[config.mk]
export PLATFORM = sky130hd
export DESIGN_NAME = circ_ref_buffer
export DESIGN_NICKNAME = d
export VERILOG_FILES = /design/src/rtl/circ_ref_buffer.sv
export SDC_FILE = /design/constraint.sdc
export NUM_CORES = 2
export LEC_CHECK = 0
export ABC_AREA = 0
export BUFFER_PORTS_ARGS = -buffer_cell sky130_fd_sc_hd__buf_2
export CAP_MARGIN = 20
export CORE_UTILIZATION = 38
export DETAILED_ROUTE_END_ITERATION = 12
export HOLD_SLACK_MARGIN = 0.12
export PLACE_DENSITY_LB_ADDON = 0.2
export SLEW_MARGIN = 20
export SYNTH_ARGS = -nofsm -noshare
export SYNTH_HDL_FRONTEND = slang
export SYNTH_SLANG_ARGS = --single-unit
[constraint.sdc]
create_clock -name clk -period 4.35 [get_ports clk]
set_clock_uncertainty 0.15 [all_clocks]
set_input_delay 1.0875 -clock clk [delete_from_list [all_inputs] [get_ports clk]]
set_output_delay 1.0875 -clock clk [all_outputs]
set_load 0.02 [all_outputs]
[src/rtl/circ_ref_buffer.sv]
// Circular I/Q reference buffer: load DEPTH samples, then serve indexed bursts
// through a two-stage (memory read + output register) pipeline. Define CIRC_REF_BUFFER_WRAP_EN for wrap-around reads.
module circ_ref_buffer #(
    parameter int I_BITS     = 12,
    parameter int Q_BITS     = 12,
    parameter int DEPTH      = 64,
    parameter int INDEX_BITS = $clog2(DEPTH),
    parameter int LEN_BITS   = 8
) (
    input  logic                         clk,
    input  logic                         reset,
    input  logic                         s_axi_wvalid,
    output logic                         s_axi_wready,
    input  logic signed [I_BITS-1:0]     s_axi_wi,
    input  logic signed [Q_BITS-1:0]     s_axi_wq,
    output logic                         load_done,
    input  logic                         reload,
    input  logic                         m_axi_rvalid,
    output logic                         m_axi_rready,
    input  logic        [INDEX_BITS-1:0] m_axi_index_rdata,
    input  logic        [LEN_BITS-1:0]   m_axi_len_rdata,
    output logic                         s_axi_data_rvalid,
    input  logic                         s_axi_data_rready,
    output logic signed [I_BITS-1:0]     i,
    output logic signed [Q_BITS-1:0]     q
);

    typedef enum logic [1:0] {LOAD, IDLE, STREAM} state_t;

    localparam int                    W         = I_BITS + Q_BITS;
    localparam logic [INDEX_BITS-1:0] LAST_ADDR = INDEX_BITS'(DEPTH - 1);

    logic [W-1:0] mem [DEPTH];
    logic [W-1:0] rd_data_q;

    state_t                    state_q, state_d;
    logic [INDEX_BITS-1:0]     wptr_q, wptr_d;
    logic [INDEX_BITS-1:0]     raddr_q, raddr_d;
    logic [LEN_BITS-1:0]       remain_q, remain_d;
    logic                      issuing_q, issuing_d;
    logic                      load_done_q, load_done_d;
    logic                      wready_q, wready_d;
    logic                      mready_q, mready_d;
    logic                      rd_valid_q, rd_valid_d;
    logic                      rd_last_q, rd_last_d;
    logic                      out_valid_q, out_valid_d;
    logic                      out_last_q, out_last_d;
    logic signed [I_BITS-1:0]  i_q, i_d;
    logic signed [Q_BITS-1:0]  q_q, q_d;

    logic mem_we, out_adv, rd_adv, issue, issue_last;

    assign mem_we = !reset && (state_q == LOAD) && s_axi_wvalid;

    // Each stage advances when the stage after it is empty or draining,
    // so a stall holds both stages without dropping or repeating a sample.
    assign out_adv = !out_valid_q || s_axi_data_rready;
    assign rd_adv  = !rd_valid_q || out_adv;
    assign issue   = (state_q == STREAM) && issuing_q && rd_adv;

`ifdef CIRC_REF_BUFFER_WRAP_EN
    assign issue_last = (remain_q == '0);
`else
    assign issue_last = (remain_q == '0) || (raddr_q == LAST_ADDR);
`endif

    // NOTE: the sample memory has no reset so it maps onto block RAM; contents
    // survive reset, and the FSM forces a full reload before they are read.
    always_ff @(posedge clk) begin
        if (mem_we)
            mem[wptr_q] <= {s_axi_wi, s_axi_wq};
        if (issue)
            rd_data_q <= mem[raddr_q];
    end

    always_comb begin
        // NOTE: every signal gets its hold value first so no path infers a latch.
        state_d     = state_q;
        wptr_d      = wptr_q;
        load_done_d = load_done_q;
        raddr_d     = raddr_q;
        remain_d    = remain_q;
        issuing_d   = issuing_q;
        rd_valid_d  = rd_valid_q;
        rd_last_d   = rd_last_q;
        out_valid_d = out_valid_q;
        out_last_d  = out_last_q;
        i_d         = i_q;
        q_d         = q_q;

        case (state_q)
            LOAD: begin
                if (s_axi_wvalid) begin
                    if (wptr_q == LAST_ADDR) begin
                        wptr_d      = '0;
                        state_d     = IDLE;
                        load_done_d = 1'b1;
                    end else begin
                        wptr_d = wptr_q + 1'b1;
                    end
                end
            end
            IDLE: begin
                if (reload) begin
                    state_d     = LOAD;
                    wptr_d      = '0;
                    load_done_d = 1'b0;
                end else if (m_axi_rvalid) begin
                    state_d   = STREAM;
                    raddr_d   = m_axi_index_rdata;
                    remain_d  = m_axi_len_rdata;
                    issuing_d = 1'b1;
                end
            end
            STREAM: begin
                if (out_valid_q && s_axi_data_rready && out_last_q)
                    state_d = IDLE;
            end
            default: state_d = LOAD;
        endcase

        if (issue) begin
            raddr_d   = (raddr_q == LAST_ADDR) ? '0 : raddr_q + 1'b1;
            remain_d  = remain_q - 1'b1;
            issuing_d = !issue_last;
        end

        if (rd_adv) begin
            rd_valid_d = issue;
            rd_last_d  = issue_last;
        end

        if (out_adv) begin
            out_valid_d = rd_valid_q;
            out_last_d  = rd_last_q;
            if (rd_valid_q) begin
                i_d = $signed(rd_data_q[W-1:Q_BITS]);
                q_d = $signed(rd_data_q[Q_BITS-1:0]);
            end
        end
    end

    assign wready_d = (state_d == LOAD);
    assign mready_d = (state_d == IDLE);

    // NOTE: all state uses non-blocking assignments so every flop samples
    // the pre-edge values, independent of statement order.
    always_ff @(posedge clk) begin
        if (reset) begin
            state_q     <= LOAD;
            wptr_q      <= '0;
            load_done_q <= 1'b0;
            wready_q    <= 1'b1;
            mready_q    <= 1'b0;
            raddr_q     <= '0;
            remain_q    <= '0;
            issuing_q   <= 1'b0;
            rd_valid_q  <= 1'b0;
            rd_last_q   <= 1'b0;
            out_valid_q <= 1'b0;
            out_last_q  <= 1'b0;
            i_q         <= '0;
            q_q         <= '0;
        end else begin
            state_q     <= state_d;
            wptr_q      <= wptr_d;
            load_done_q <= load_done_d;
            wready_q    <= wready_d;
            mready_q    <= mready_d;
            raddr_q     <= raddr_d;
            remain_q    <= remain_d;
            issuing_q   <= issuing_d;
            rd_valid_q  <= rd_valid_d;
            rd_last_q   <= rd_last_d;
            out_valid_q <= out_valid_d;
            out_last_q  <= out_last_d;
            i_q         <= i_d;
            q_q         <= q_d;
        end
    end

    assign s_axi_wready      = wready_q;
    assign load_done         = load_done_q;
    assign m_axi_rready      = mready_q;
    assign s_axi_data_rvalid = out_valid_q;
    assign i                 = i_q;
    assign q                 = q_q;

endmodule

==> flow_summary.ini <==
[outcome]
outcome = complete, no violations

[timing]
slew_headroom_pct = 27.8
totalNegativeSetupSlack_ps = 0
fin_crit_ps = 3330
timing_hold_violations_final = 0
rsz_0062_raised_after_global_routing = no
timing_worst_slew_pin_value_ps = 1080
finalCritPeriodShare_pct = 76.5
fmaxAchievable_mhz = 301
finalSetupViolCount = 0
finalMaxSlewViolations = 0

[worst_setup_path]
worst-endpoint-required_ps = 4700
rrSetupSlack_ps = 1020
worst_setup_path_end_kind = register
worst_setup_path_start_kind = register
reg2reg_from = raddr_q[0]
criticalPathCategory = reg -> reg
reg_to_reg_end = rd_data_q[3]
r2r_cells = 6
crit_path_cell_trace = buf_12 -> mux4_2 -> a22oi_1 -> nand3_1 -> nand2_1 -> nor3_1
timing.critical_path.arrival_ps = 3680
crit_path_max_incr_delay_ps = 640
top_fanout_value_on_the_critical_path = 67
worst_path_dominant_cell_family = simple AND/OR/NAND/NOR gates
worst_path_max_delay_cell = dfxtp_4
critical_path_buf_inv_count = 1

[clocking]
clock_sinks = 1614
clockBufferDepth = 3
source_to_sink_clock_delay_at_the_later_pin_of_the_worst_skew_pair_ps = 780
clkTransAtPathRegs_ps = 60
cts_tree = built
cts-htree-levels = 4
cts.repair_timing.setup_buffer_count = 0
cts-root-buf = clkbuf_16
cts_hold_repair.buffers = 0
numCtsBuffers = 163
post_cts.resized_instances = 0

[place]
detailedPlacementHpwl_mm = 95.6
routabilityCongestion = 0.872
portBuffers = 71

[global_routing]
combined_global_route_utilization_of_all_metal_layers_pct = 19.7
grt_pass1_wl_mm = 229
antenna_found_initial = 8
maximum_number_of_pins_on_one_net_before_global_route_repair = 68
overflow = 0
first_global_vias = 31365

[min_path]
worstHoldEndpoint = i[9]
min-delay-path-class = reg -> reg
worstHoldPathCells = 2
min_delay_src = i[9]

[floorplanning]
die-area_um2 = 164000
floorplan.initialDensity_pct = 38.4
core_um2 = 161000
design.portCount = 72
die_height_um = 405
die_w_um = 405
floorplan.rows = 147

[synthesis]
post_synth_instance_area_um2 = 61700
ys_async_sr_fraction_pct = 0
synth_sequential_area_ratio_pct = 77.7
yosys_top_cell_by_area = edfxtp_1
dominantRegCellSynth = edfxtp_1
number_of_enable_flip_flop_cells_after_synthesis = 1560
syn-num-nets = 2977
yosys_warnings = 0
netlist.area_leader.share_pct = 76.0
synth.ff_latch_count = 1614
synth.avg_cell_area_um2 = 21.1
netlist_instances = 2929
synth.area.top_cells = edfxtp_1 76%, mux4_2 13%, dfxtp_1 1.8%
netlist-cell-type-count = 58

[drt]
routed_wl_mm = 160
detail_route.drc_violations = 0
post_drt_via_cell_ratio = 5.57
firstDrtPassIters = 5
wl_per_cell_um = 29.4
drt_iter0_markers = 3420
via_count = 30388
drt.antenna.violating_nets = 0

[pwr]
peakVddDrop_uv = 368
power_density_nw_per_um2 = 437
totalPowerFinal_uw = 30800
cellLeakagePower_uw = 0.0213

[finish]
share_of_layout_cells_above_drive_strength_1_pct = 27.2
layout.nets = 3214
syn_to_layout_area_delta_pct = 14.5

[job]
maxCapViolCount = 0
## sequential cells by signal, indices dropped and copies added (netlist names)
| register | count |
|---|---|
| mem | 1536 |
| rd_data_q | 24 |
| i | 12 |
| q | 12 |
| remain_q | 8 |
| raddr_q | 6 |
| wptr_q | 6 |
| state_q | 2 |
| issuing_q | 1 |
| load_done | 1 |
| m_axi_rready | 1 |
| out_last_q | 1 |
| rd_last_q | 1 |
| rd_valid_q | 1 |
| s_axi_data_rvalid | 1 |
| s_axi_wready | 1 |
## worst register-to-register path, stage by stage (launching register included)
cell     delay (ps)
dfxtp_4         640
buf_12          430
mux4_2          840
a22oi_1         300
nand3_1         220
nand2_1         350
nor3_1          120
## layout by cell type, fill, tap and decap left out, drive strengths merged, types with 5 or more instances in the layout
master,netlist,routed
a211o,7,7
a211oi,35,35
a21oi,84,84
a221o,16,16
a221oi,27,27
a22oi,88,88
buf,94,239
bufinv,0,9
clkbuf,73,201
clkinv,0,74
clkinvlp,0,5
dfxtp,54,54
edfxtp,1560,1560
inv,9,12
mux2,14,14
mux2i,89,89
mux4,350,350
nand2,130,130
nand2b,8,8
nand3,33,33
nand3b,6,6
nor2,121,121
nor2b,9,9
nor3,28,28
o21ai,24,24
o22ai,20,20
## cells by family after synthesis
| group | count (synthesis) | share of synthesized area, % |
|---|---|---|
| multiplexers | 453 | 14.5 |
| XOR/XNOR | 2 | 0.0284 |
| buffers and inverters | 176 | 1.56 |
| adder cells (fa/ha/maj) | 4 | 0.0812 |
| flip-flops | 1614 | 77.7 |
| AND/OR/NAND/NOR | 357 | 2.52 |
| AO/OA/AOI/OAI | 323 | 3.62 |
## cell usage after synthesis, drive strengths merged, types with 9 or more instances
cell type,n
a221oi,27
mux2i,89
a21oi,84
a211oi,35
nand2,130
mux2,14
edfxtp,1560
nand3,33
clkbuf,73
nor3,28
o21ai,24
a22oi,88
nor2,121
dfxtp,54
mux4,350
inv,9
o22ai,20
buf,94
nor2b,9
a221o,16
## metal layers
metal	routed length [um]	global-route usage (%)	vias to the layer above
met2	77800	32.1	1050
met4	3420	5.09	4
met5	24	0	-
li1	-	-	12724
met1	66300	26.8	16392
met3	12600	4.45	218
## power breakdown
part | leakage (uW) | total [uW] | switching, uW | internal, uW
clock | 0.00246 | 13400 | 5700 | 7650
sequential | 0.0145 | 17100 | 7.90 | 17100
combinational | 0.00434 | 432 | 368 | 63.7
total | 0.0213 | 30800 | 6080 | 24800
## worst max-delay path by stage
stage | start | slack, ps | cells past startpoint | to
floorplan | reset | 680 | 4 | mem[55][0]
global placement | s_axi_wvalid | 530 | 6 | mem[39][9]
detailed placement | s_axi_wvalid | 500 | 6 | mem[47][9]
CTS | raddr_q[0] | 950 | 6 | rd_data_q[13]
global route | state_q[0] | 920 | 5 | mem[38][21]
finish | raddr_q[0] | 1020 | 6 | rd_data_q[3]
## cell type report
class | count | area [um^2]
sequential | 1614 | 47900
tap | 2160 | 2700
multi-input combinational | 1139 | 13000
clock inverter | 91 | 646
fill | 13716 | 90100
timing repair buffer | 239 | 1880
antenna | 4 | 10.0
inverter | 9 | 33.8
clock buffer | 201 | 4390
## stage by stage
stage | worst slack (ps) | cells | utilization [%] | hold slack [ps] | area (um^2)
floorplan | 680 | 2929 | - | 293 | 61700
CTS | 954 | 5452 | 43.9 | 307 | 70600
finish | 1020 | 5457 | 43.9 | 308 | 70600
detailed placement | 500 | 5160 | 40.8 | 298 | 65500
global route | 918 | 5454 | 43.9 | 318 | 70600
global placement | 526 | 5159 | 40.7 | 297 | 65500
Power figures use the tool's default switching activity.
